<file path="src/rtl/host_cmd_link_pkg.sv">
// ---------------------------------------------------------------------------
// host_link_pkg
// Shared types and constants for the host command link: the RX/TX UART
// state encodings and the command geometry (3 bytes of 8 bits, MSB byte
// first on the wire).
// ---------------------------------------------------------------------------
package host_link_pkg;

    localparam int CMD_BYTES = 3;
    localparam int DATA_BITS = 8;
    localparam int CMD_W     = CMD_BYTES * DATA_BITS;

    typedef enum logic [1:0] {
        RX_IDLE,
        RX_START,
        RX_DATA,
        RX_STOP
    } rx_state_t;

    typedef enum logic [1:0] {
        TX_IDLE,
        TX_START,
        TX_DATA,
        TX_STOP
    } tx_state_t;

endpackage

</file>
<file path="src/rtl/host_cmd_link_if.sv">
// ---------------------------------------------------------------------------
// host_cmd_link_if
// Core-side command/response bundle of the host link.
//   cmd/cmd_rdy/clr_cmd_rdy : assembled 24-bit command, held until cleared
//   resp_data/send_resp     : response byte and its one-cycle send request
//   resp_sent               : one-cycle pulse when the response stop bit ends
//   frm_err/ovr_err         : one-cycle error pulses from the receive side
// master = the digital core, slave = host_cmd_link.
// ---------------------------------------------------------------------------
interface host_cmd_link_if;
    import host_link_pkg::*;

    logic [CMD_W-1:0]     cmd;
    logic                 cmd_rdy;
    logic                 clr_cmd_rdy;
    logic [DATA_BITS-1:0] resp_data;
    logic                 send_resp;
    logic                 resp_sent;
    logic                 frm_err;
    logic                 ovr_err;

    modport master (
        input  cmd, cmd_rdy, resp_sent, frm_err, ovr_err,
        output clr_cmd_rdy, resp_data, send_resp
    );

    modport slave (
        output cmd, cmd_rdy, resp_sent, frm_err, ovr_err,
        input  clr_cmd_rdy, resp_data, send_resp
    );

endinterface

</file>
<file path="src/rtl/host_cmd_link_rx.sv">
// ---------------------------------------------------------------------------
// uart_byte_rx
// 8N1 LSB-first UART byte receiver.
//   clk, rst_n : system clock, synchronous active-low reset
//   rx         : raw serial input (asynchronous, idle high)
//   rx_byte    : received byte, valid while rx_done is high
//   rx_done    : one-cycle pulse in the stop-bit sample cycle, stop bit good
//   rx_frm_err : one-cycle pulse in the stop-bit sample cycle, stop bit low
// ---------------------------------------------------------------------------
module uart_byte_rx
    import host_link_pkg::*;
#(
    parameter int CLKS_PER_BIT = 434
) (
    input  logic                 clk,
    input  logic                 rst_n,
    input  logic                 rx,
    output logic [DATA_BITS-1:0] rx_byte,
    output logic                 rx_done,
    output logic                 rx_frm_err
);

    localparam int BAUD_W = $clog2(CLKS_PER_BIT);
    localparam int BIT_W  = $clog2(DATA_BITS);
    localparam logic [BAUD_W-1:0] BIT_LAST  = BAUD_W'(CLKS_PER_BIT - 1);
    localparam logic [BAUD_W-1:0] HALF_LAST = BAUD_W'(CLKS_PER_BIT / 2 - 1);

    // Two-flop synchronizer plus one history flop for falling-edge detect.
    logic rx_meta_reg, rx_sync_reg, rx_prev_reg;

    rx_state_t            state_reg, state_next;
    logic [BAUD_W-1:0]    baud_cnt_reg, baud_cnt_next;
    logic [BIT_W-1:0]     bit_cnt_reg, bit_cnt_next;
    logic [DATA_BITS-1:0] shift_reg, shift_next;

    always_ff @(posedge clk) begin
        if (!rst_n) begin
            rx_meta_reg  <= 1'b1;
            rx_sync_reg  <= 1'b1;
            rx_prev_reg  <= 1'b1;
            state_reg    <= RX_IDLE;
            baud_cnt_reg <= '0;
            bit_cnt_reg  <= '0;
            shift_reg    <= '0;
        end else begin
            rx_meta_reg  <= rx;
            rx_sync_reg  <= rx_meta_reg;
            rx_prev_reg  <= rx_sync_reg;
            state_reg    <= state_next;
            baud_cnt_reg <= baud_cnt_next;
            bit_cnt_reg  <= bit_cnt_next;
            shift_reg    <= shift_next;
        end
    end

    always_comb begin
        state_next    = state_reg;
        baud_cnt_next = baud_cnt_reg;
        bit_cnt_next  = bit_cnt_reg;
        shift_next    = shift_reg;
        rx_done       = 1'b0;
        rx_frm_err    = 1'b0;
        case (state_reg)
            RX_IDLE: begin
                if (rx_prev_reg && !rx_sync_reg) begin
                    state_next    = RX_START;
                    baud_cnt_next = '0;
                end
            end
            RX_START: begin
                // Re-check the line half a bit in; a high line means a glitch.
                if (baud_cnt_reg == HALF_LAST) begin
                    baud_cnt_next = '0;
                    bit_cnt_next  = '0;
                    state_next    = rx_sync_reg ? RX_IDLE : RX_DATA;
                end else begin
                    baud_cnt_next = baud_cnt_reg + BAUD_W'(1);
                end
            end
            RX_DATA: begin
                if (baud_cnt_reg == BIT_LAST) begin
                    baud_cnt_next = '0;
                    shift_next    = {rx_sync_reg, shift_reg[DATA_BITS-1:1]};
                    if (bit_cnt_reg == BIT_W'(DATA_BITS - 1)) begin
                        state_next = RX_STOP;
                    end else begin
                        bit_cnt_next = bit_cnt_reg + BIT_W'(1);
                    end
                end else begin
                    baud_cnt_next = baud_cnt_reg + BAUD_W'(1);
                end
            end
            RX_STOP: begin
                if (baud_cnt_reg == BIT_LAST) begin
                    baud_cnt_next = '0;
                    state_next    = RX_IDLE;
                    if (rx_sync_reg) begin
                        rx_done = 1'b1;
                    end else begin
                        rx_frm_err = 1'b1;
                    end
                end else begin
                    baud_cnt_next = baud_cnt_reg + BAUD_W'(1);
                end
            end
            default: state_next = RX_IDLE;
        endcase
    end

    assign rx_byte = shift_reg;

endmodule

</file>
<file path="src/rtl/host_cmd_link.sv">
// ---------------------------------------------------------------------------
// host_cmd_link
// Host-facing UART end of the core command/response path (8N1, LSB first).
//   clk, rst_n : system clock, synchronous active-low reset
//   RX         : serial input from host (asynchronous, idle high)
//   TX         : serial output to host (idle high)
//   bus        : core-side command/response bundle (slave side)
// Received bytes are packed MSB-byte-first into a 24-bit command; a partial
// command is abandoned after IDLE_TO clocks without a completed byte. The
// response transmitter runs independently of the receiver.
// ---------------------------------------------------------------------------
module host_cmd_link
    import host_link_pkg::*;
#(
    parameter int CLKS_PER_BIT = 434,
    parameter int IDLE_TO      = 65535
) (
    input  logic             clk,
    input  logic             rst_n,
    input  logic             RX,
    output logic             TX,
    host_cmd_link_if.slave   bus
);

    localparam int CNT_W  = $clog2(CMD_BYTES);
    localparam int IDLE_W = $clog2(IDLE_TO + 1);
    localparam int BAUD_W = $clog2(CLKS_PER_BIT);
    localparam int BIT_W  = $clog2(DATA_BITS);
    localparam logic [CNT_W-1:0]  LAST_BYTE = CNT_W'(CMD_BYTES - 1);
    localparam logic [BAUD_W-1:0] BIT_LAST  = BAUD_W'(CLKS_PER_BIT - 1);

    // ---------------- receive side and command assembly ----------------
    logic [DATA_BITS-1:0] rx_byte;
    logic                 rx_done, rx_frm_err;

    uart_byte_rx #(.CLKS_PER_BIT(CLKS_PER_BIT)) u_rx (
        .clk        (clk),
        .rst_n      (rst_n),
        .rx         (RX),
        .rx_byte    (rx_byte),
        .rx_done    (rx_done),
        .rx_frm_err (rx_frm_err)
    );

    logic [DATA_BITS-1:0] cmd_byte_reg [CMD_BYTES];
    logic [CNT_W-1:0]     byte_cnt_reg;
    logic [IDLE_W-1:0]    idle_cnt_reg;
    logic                 cmd_rdy_reg, frm_err_reg, ovr_err_reg;
    logic [CMD_BYTES-1:0] slice_wr;
    logic [CMD_W-1:0]     cmd_flat;
    logic                 byte_wr, idle_expired;

    // Bytes arriving while a command is pending are dropped, not queued.
    assign byte_wr      = rx_done && !cmd_rdy_reg;
    assign idle_expired = (byte_cnt_reg != '0) && (idle_cnt_reg == IDLE_W'(IDLE_TO));

    genvar gi;
    generate
        for (gi = 0; gi < CMD_BYTES; gi++) begin : g_slice
            assign slice_wr[gi] = byte_wr && (byte_cnt_reg == CNT_W'(gi));
            assign cmd_flat[CMD_W-1-gi*DATA_BITS -: DATA_BITS] = cmd_byte_reg[gi];
        end
    endgenerate

    always_ff @(posedge clk) begin
        if (!rst_n) begin
            for (int i = 0; i < CMD_BYTES; i++) begin
                cmd_byte_reg[i] <= '0;
            end
            byte_cnt_reg <= '0;
            idle_cnt_reg <= '0;
            cmd_rdy_reg  <= 1'b0;
            frm_err_reg  <= 1'b0;
            ovr_err_reg  <= 1'b0;
        end else begin
            frm_err_reg <= rx_frm_err;
            ovr_err_reg <= rx_done && cmd_rdy_reg;

            for (int i = 0; i < CMD_BYTES; i++) begin
                if (slice_wr[i]) begin
                    cmd_byte_reg[i] <= rx_byte;
                end
            end

            if (byte_wr) begin
                byte_cnt_reg <= (byte_cnt_reg == LAST_BYTE) ? '0 : byte_cnt_reg + CNT_W'(1);
            end else if (rx_frm_err || idle_expired) begin
                byte_cnt_reg <= '0;
            end

            // The timer only runs while a command is partially assembled.
            if (rx_done || byte_cnt_reg == '0) begin
                idle_cnt_reg <= '0;
            end else if (idle_cnt_reg != IDLE_W'(IDLE_TO)) begin
                idle_cnt_reg <= idle_cnt_reg + IDLE_W'(1);
            end

            // A completing command beats a simultaneous clear.
            if (byte_wr && byte_cnt_reg == LAST_BYTE) begin
                cmd_rdy_reg <= 1'b1;
            end else if (bus.clr_cmd_rdy) begin
                cmd_rdy_reg <= 1'b0;
            end
        end
    end

    // ---------------- transmit side ----------------
    tx_state_t            tx_state_reg, tx_state_next;
    logic [BAUD_W-1:0]    tx_baud_reg, tx_baud_next;
    logic [BIT_W-1:0]     tx_bit_reg, tx_bit_next;
    logic [DATA_BITS-1:0] tx_shift_reg, tx_shift_next;
    logic                 tx_reg, tx_next;
    logic                 resp_sent_reg, resp_sent_next;

    always_ff @(posedge clk) begin
        if (!rst_n) begin
            tx_state_reg  <= TX_IDLE;
            tx_baud_reg   <= '0;
            tx_bit_reg    <= '0;
            tx_shift_reg  <= '0;
            tx_reg        <= 1'b1;
            resp_sent_reg <= 1'b0;
        end else begin
            tx_state_reg  <= tx_state_next;
            tx_baud_reg   <= tx_baud_next;
            tx_bit_reg    <= tx_bit_next;
            tx_shift_reg  <= tx_shift_next;
            tx_reg        <= tx_next;
            resp_sent_reg <= resp_sent_next;
        end
    end

    // TX is registered: each branch sets the line level for the next bit.
    always_comb begin
        tx_state_next  = tx_state_reg;
        tx_baud_next   = tx_baud_reg;
        tx_bit_next    = tx_bit_reg;
        tx_shift_next  = tx_shift_reg;
        tx_next        = tx_reg;
        resp_sent_next = 1'b0;
        case (tx_state_reg)
            TX_IDLE: begin
                tx_next = 1'b1;
                if (bus.send_resp) begin
                    tx_shift_next = bus.resp_data;
                    tx_baud_next  = '0;
                    tx_state_next = TX_START;
                    tx_next       = 1'b0;
                end
            end
            TX_START: begin
                if (tx_baud_reg == BIT_LAST) begin
                    tx_baud_next  = '0;
                    tx_bit_next   = '0;
                    tx_state_next = TX_DATA;
                    tx_next       = tx_shift_reg[0];
                end else begin
                    tx_baud_next = tx_baud_reg + BAUD_W'(1);
                end
            end
            TX_DATA: begin
                if (tx_baud_reg == BIT_LAST) begin
                    tx_baud_next = '0;
                    if (tx_bit_reg == BIT_W'(DATA_BITS - 1)) begin
                        tx_state_next = TX_STOP;
                        tx_next       = 1'b1;
                    end else begin
                        tx_bit_next   = tx_bit_reg + BIT_W'(1);
                        tx_shift_next = {1'b0, tx_shift_reg[DATA_BITS-1:1]};
                        tx_next       = tx_shift_reg[1];
                    end
                end else begin
                    tx_baud_next = tx_baud_reg + BAUD_W'(1);
                end
            end
            TX_STOP: begin
                if (tx_baud_reg == BIT_LAST) begin
                    tx_baud_next   = '0;
                    tx_state_next  = TX_IDLE;
                    tx_next        = 1'b1;
                    resp_sent_next = 1'b1;
                end else begin
                    tx_baud_next = tx_baud_reg + BAUD_W'(1);
                end
            end
            default: tx_state_next = TX_IDLE;
        endcase
    end

    assign TX            = tx_reg;
    assign bus.cmd       = cmd_flat;
    assign bus.cmd_rdy   = cmd_rdy_reg;
    assign bus.resp_sent = resp_sent_reg;
    assign bus.frm_err   = frm_err_reg;
    assign bus.ovr_err   = ovr_err_reg;

endmodule

</file>
<file path="src/flat_wrapper.sv">
// flat-port wrapper written by rule: the top's interface ports become plain ports
module host_cmd_link_flat import host_link_pkg::*;
#(
    parameter int CLKS_PER_BIT = 434,
    parameter int IDLE_TO      = 65535
)
  (clk, rst_n, RX, TX, bus_cmd, bus_cmd_rdy, bus_resp_sent, bus_frm_err, bus_ovr_err, bus_clr_cmd_rdy, bus_resp_data, bus_send_resp);
  host_cmd_link_if bus_i ();
  input  logic clk;
  input  logic rst_n;
  input  logic RX;
  output logic TX;
  output wire logic [$bits(bus_i.cmd)-1:0] bus_cmd;
  output wire logic [$bits(bus_i.cmd_rdy)-1:0] bus_cmd_rdy;
  output wire logic [$bits(bus_i.resp_sent)-1:0] bus_resp_sent;
  output wire logic [$bits(bus_i.frm_err)-1:0] bus_frm_err;
  output wire logic [$bits(bus_i.ovr_err)-1:0] bus_ovr_err;
  input wire logic [$bits(bus_i.clr_cmd_rdy)-1:0] bus_clr_cmd_rdy;
  input wire logic [$bits(bus_i.resp_data)-1:0] bus_resp_data;
  input wire logic [$bits(bus_i.send_resp)-1:0] bus_send_resp;
  assign bus_cmd = bus_i.cmd;
  assign bus_cmd_rdy = bus_i.cmd_rdy;
  assign bus_resp_sent = bus_i.resp_sent;
  assign bus_frm_err = bus_i.frm_err;
  assign bus_ovr_err = bus_i.ovr_err;
  assign bus_i.clr_cmd_rdy = bus_clr_cmd_rdy;
  assign bus_i.resp_data = bus_resp_data;
  assign bus_i.send_resp = bus_send_resp;
  host_cmd_link #(.CLKS_PER_BIT(CLKS_PER_BIT), .IDLE_TO(IDLE_TO)) u_core (.clk(clk), .rst_n(rst_n), .RX(RX), .TX(TX), .bus(bus_i));
endmodule
</file>
<file path="config.mk">
export PLATFORM = sky130hd
export DESIGN_NAME = host_cmd_link_flat
export DESIGN_NICKNAME = d
export VERILOG_FILES = /design/src/rtl/host_cmd_link_pkg.sv /design/src/rtl/host_cmd_link_if.sv /design/src/rtl/host_cmd_link_rx.sv /design/src/rtl/host_cmd_link.sv /design/src/flat_wrapper.sv
export SDC_FILE = /design/constraint.sdc
export NUM_CORES = 1
export LEC_CHECK = 0
export ABC_CLOCK_PERIOD_IN_PS = 3600
export BUFFER_PORTS_ARGS = -buffer_cell sky130_fd_sc_hd__buf_4
export CORE_MARGIN = 3
export CORE_UTILIZATION = 55
export DETAILED_ROUTE_END_ITERATION = 8
export GPL_TIMING_DRIVEN = 0
export HOLD_SLACK_MARGIN = 0.15
export PLACE_DENSITY = 0.75
export SYNTH_ARGS = -nofsm -noshare
export SYNTH_HDL_FRONTEND = slang
export SYNTH_SLANG_ARGS = --single-unit
</file>
<file path="constraint.sdc">
create_clock -name clk -period 3.6 [get_ports clk]
set_input_delay 0.18 -clock clk [delete_from_list [all_inputs] [get_ports clk]]
set_output_delay 0.18 -clock clk [all_outputs]
set_load 0.1 [all_outputs]
</file>
==> impl_table.tex <==
\begin{tabular}{lr}
\hline
Metric & Value \\
\hline
\multicolumn{2}{l}{\textbf{Clock tree}} \\
Number of H-tree levels & 3 \\
Clock tree sinks & 94 \\
Clock Path Buffers & 2 \\
Number of setup buffers added after CTS & 0 \\
Clk\_lat worst skew & roughly 0.36 ns \\
Number of CTS-inserted buffers & 9 \\
TritonCTS clock tree & built \\
Clock tree root buffer cell & sky130\_fd\_sc\_hd\_\_clkbuf\_8 \\
Resized Gates After CTS & 0 \\
Post-CTS clock slew at the launch and capture registers of the worst setup and hold paths & around 0.1 ns \\
Hold buffers post-CTS & 4 \\
\multicolumn{2}{l}{\textbf{Detailed routing}} \\
Wirelength, routed & 9750 um \\
WL/cell & roughly 16 um \\
Pre-antenna DRT Iters & 4 \\
Vias per std cell & around 6 \\
DRC & 0 \\
Detailed Route Iter0 Violations & roughly 170 \\
Via count & 3,688 \\
Remaining antenna violation count after routing & 0 \\
\multicolumn{2}{l}{\textbf{STA}} \\
Setup-failing EPs final & 0 \\
Setup repair after global routing missed its margin & no \\
Remaining max-slew budget at the tightest pin & around 15\% \\
Minimum period implied by the final worst setup slack & slightly below 3 ns \\
Share of the clock period used by the worst path & 82.3\% \\
Total Negative Setup Slacks & 0 ns \\
Worst Hold Margin & $\sim$0.18 ns \\
Slew of the pin with the lowest slew margin & 1.27 ns \\
Largest clock skew in the final design & roughly 0.011 ns \\
Maximum clock frequency & roughly 340 MHz \\
Final Slew Violations & 0 \\
Hold Violations, Final & 0 \\
\multicolumn{2}{l}{\textbf{Global routing}} \\
Pin count of the biggest net entering global routing & 18 \\
Aggregate global-route resource usage & a little under a quarter \\
Grt total ovfl & 0 \\
Antenna violations before repair & 0 \\
Wire length of the first global-routing pass & between 15,000 and 20,000 um \\
Number of global-route vias before repair & $\sim$3,400 \\
\multicolumn{2}{l}{\textbf{Power}} \\
Relative contribution of sequential cells to total power & approximately 43\% \\
Clock group share of total power & between 30\% and 40\% \\
Switching Power & 0.000903 W \\
Peak ir drop on the vdd network & roughly 0.36 mV \\
Cell internal pwr & between 0.0015 and 0.002 W \\
Switching portion of total power & between 30\% and 40\% \\
LEAKAGE & about 1.8 nW \\
PD cells & 535 nW/um2 \\
Combinational power share & 25.8\% \\
\multicolumn{2}{l}{\textbf{Floorplanning}} \\
Die ar. & 9220 um2 \\
Die span in x & 96.0 um \\
Total core area & roughly 7800 um2 \\
Vertical die dimension & roughly 96 um \\
Initial standard-cell utilization of the core & between 50\% and 60\% \\
Placement Rows & 32 \\
Count of boundary I/O pins & 42 \\
\multicolumn{2}{l}{\textbf{Cells and area}} \\
Fillers & around 640 \\
Flip-flop count of the largest register, all copies and words added & 24 \\
Fraction of final layout cells sized beyond drive strength 1 & between 15 and 20\% \\
Finished Layout Cells & $\sim$610 \\
Count of inserted antenna diode cells & 0 \\
Synthesis-to-layout area growth & 16.3\% \\
NumNets Final & approximately 530 \\
\multicolumn{2}{l}{\textbf{Synthesis}} \\
Portion of the post-synthesis area used by sequential elements & 47.6\% \\
Count of flip-flops with a built-in enable after synthesis & 24 \\
Cell area after technology mapping & 4460 um2 \\
Proportion of register bits with asynchronous set or reset after synthesis & 0\% \\
Cell variety after synth & 65 \\
Count of state elements after synthesis & 94 \\
Post-Syn Nets & 477 \\
Mapped Cells & 450 \\
Synth Warn \# & 0 \\
Most used flip-flop cell after synthesis & sky130\_fd\_sc\_hd\_\_dfxtp\_1 \\
Mean cell area of the mapped netlist & approximately 9.9 um2 \\
\multicolumn{2}{l}{\textbf{Critical path}} \\
Worst-path maximum fanout & 8 \\
Endpoint required time on the critical path & about 3.6 ns \\
Nature of the critical path endpoint & register \\
Minimum setup slack among reg-to-reg paths & 0.64 ns \\
Worst setup path category & register to register \\
Worst EP arrival & between 2 and 3 ns \\
Source of the worst register-to-register timing path & u\_core.u\_rx.baud\_cnt\_reg[1]\$\_SDFFE\_PN0P\_ \\
Start point of the critical path & u\_core.u\_rx.baud\_cnt\_reg[1]\$\_SDFFE\_PN0P\_ \\
Setup crit start kind & register \\
\multicolumn{2}{l}{\textbf{Placed design}} \\
\# placed instances & 593 \\
Number of buffers added on ports & 41 \\
Sum of net half-perimeters after detailed placement & roughly 6700 um \\
GP Congestion & $\sim$0.86 \\
\multicolumn{2}{l}{\textbf{Job}} \\
Reported max-cap violation count & 0 \\
\multicolumn{2}{l}{\textbf{Hold path}} \\
Start point of the worst hold path & bus\_resp\_data[2] \\
Worst min-delay path category & primary input to register \\
\multicolumn{2}{l}{\textbf{Run status}} \\
Run status & complete, no violations \\
\hline
\end{tabular}
==> cells in the final DEF (no fill, tap or decap), drive strengths merged, types with 3 or more instances in the layout <==
master / n
edfxtp: 24
inv: 17
mux2i: 15
a21oi: 41
xnor2: 3
o21ai: 12
a211oi: 5
o31ai: 3
nand3: 22
a2bb2oi: 3
or4: 5
nand3b: 9
nor2: 16
a311oi: 9
nand2b: 10
buf: 45
bufinv: 3
o32ai: 4
dlygate4sd3: 4
and2: 9
nor2b: 3
and4: 6
and3: 10
nand4: 7
dfxtp: 70
clkbuf: 27
nor3: 11
nor4: 4
ha: 14
or3: 4
a31oi: 4
o41ai: 3
nand2: 42
o211ai: 10
a31o: 3
==> area by class of cell <==
type,count,area (um2),area share (%)
clock inverters,7,128,2.46
well taps,102,128,2.46
plain buffers,22,98.8,1.91
multi-input cells,320,2180,42.1
flip-flops and latches,94,2120,40.9
inverters,14,52.6,1.01
repair buffers,45,348,6.71
clock buffers,9,124,2.39
==> cell usage after synthesis (11+ instances only) <==
cell / number / area (um2)
sky130_fd_sc_hd__mux2i_1: 15 / 150
sky130_fd_sc_hd__nor3_1: 11 / 55.1
sky130_fd_sc_hd__o21ai_0: 12 / 60.1
sky130_fd_sc_hd__nand2_1: 42 / 158
sky130_fd_sc_hd__a21oi_1: 40 / 200
sky130_fd_sc_hd__ha_1: 14 / 175
sky130_fd_sc_hd__edfxtp_1: 24 / 721
sky130_fd_sc_hd__inv_1: 13 / 48.8
sky130_fd_sc_hd__clkbuf_1: 18 / 67.6
sky130_fd_sc_hd__nor2_1: 16 / 60.1
sky130_fd_sc_hd__dfxtp_1: 70 / 1400
sky130_fd_sc_hd__nand3_1: 22 / 110
==> kinds of logic after synthesis <==
| logic type | Yosys count | synth area share [%] |
|---|---|---|
| mux | 16 | 3.62 |
| buf+inv | 36 | 3.40 |
| xor+xnor | 3 | 0.589 |
| simple gates | 170 | 22.1 |
| compound gates | 117 | 18.7 |
| fa+ha+maj | 14 | 3.93 |
| flops | 94 | 47.6 |
==> power by group through the flow <==
stage                     clock (W)  sequential (W)  combinational, W
after floorplan                   0         0.00135          0.000423
after global placement            0         0.00122          0.000693
after detailed placement          0         0.00122          0.000701
after CTS                  0.000872         0.00120          0.000709
after global routing       0.000919         0.00121          0.000780
final                      0.000858         0.00120          0.000715
==> stage by stage <==
stage / worst slack, ns / util [%] / area (um2) / power (W)
floorplan: 1.09 / - / 4460 / 0.00178
global placement: 0.631 / 62.7 / 4890 / 0.00191
detailed placement: 0.679 / 62.7 / 4890 / 0.00193
CTS: 0.656 / 66.4 / 5180 / 0.00278
global route: 0.481 / 66.4 / 5180 / 0.00291
finish: 0.639 / 66.4 / 5180 / 0.00277
==> worst max-delay path: stages (launching register included) <==
cell and delay (ns):
sky130_fd_sc_hd__dfxtp_1 0.36, sky130_fd_sc_hd__inv_1 0.09, sky130_fd_sc_hd__ha_1 0.20, sky130_fd_sc_hd__nand4bb_4 0.16
sky130_fd_sc_hd__or2_2 0.33, sky130_fd_sc_hd__or3_1 0.41, sky130_fd_sc_hd__o31ai_1 1.02
==> path summary, 6_finish.rpt <==
path	to	depth (start not counted)
worst min-delay path	u_core.tx_shift_reg[2]$_SDFFE_PN0P_	3
worst max-delay path	u_core.cmd_byte_reg[0][15]$_DFFE_PP_	6
worst max register to register	u_core.cmd_byte_reg[0][15]$_DFFE_PP_	6
worst min register to register	u_core.u_rx.rx_sync_reg$_SDFF_PN1_	1
==> metal layers <==
layer	GRT usage [%]	vias up	wire, um
met2	35.4	108	4530
li1	-	1822	-
met1	31.9	1747	4570
met3	3.44	11	533
met4	7.23	0	115
met5	0	-	0
Power figures use the tool's default switching activity.
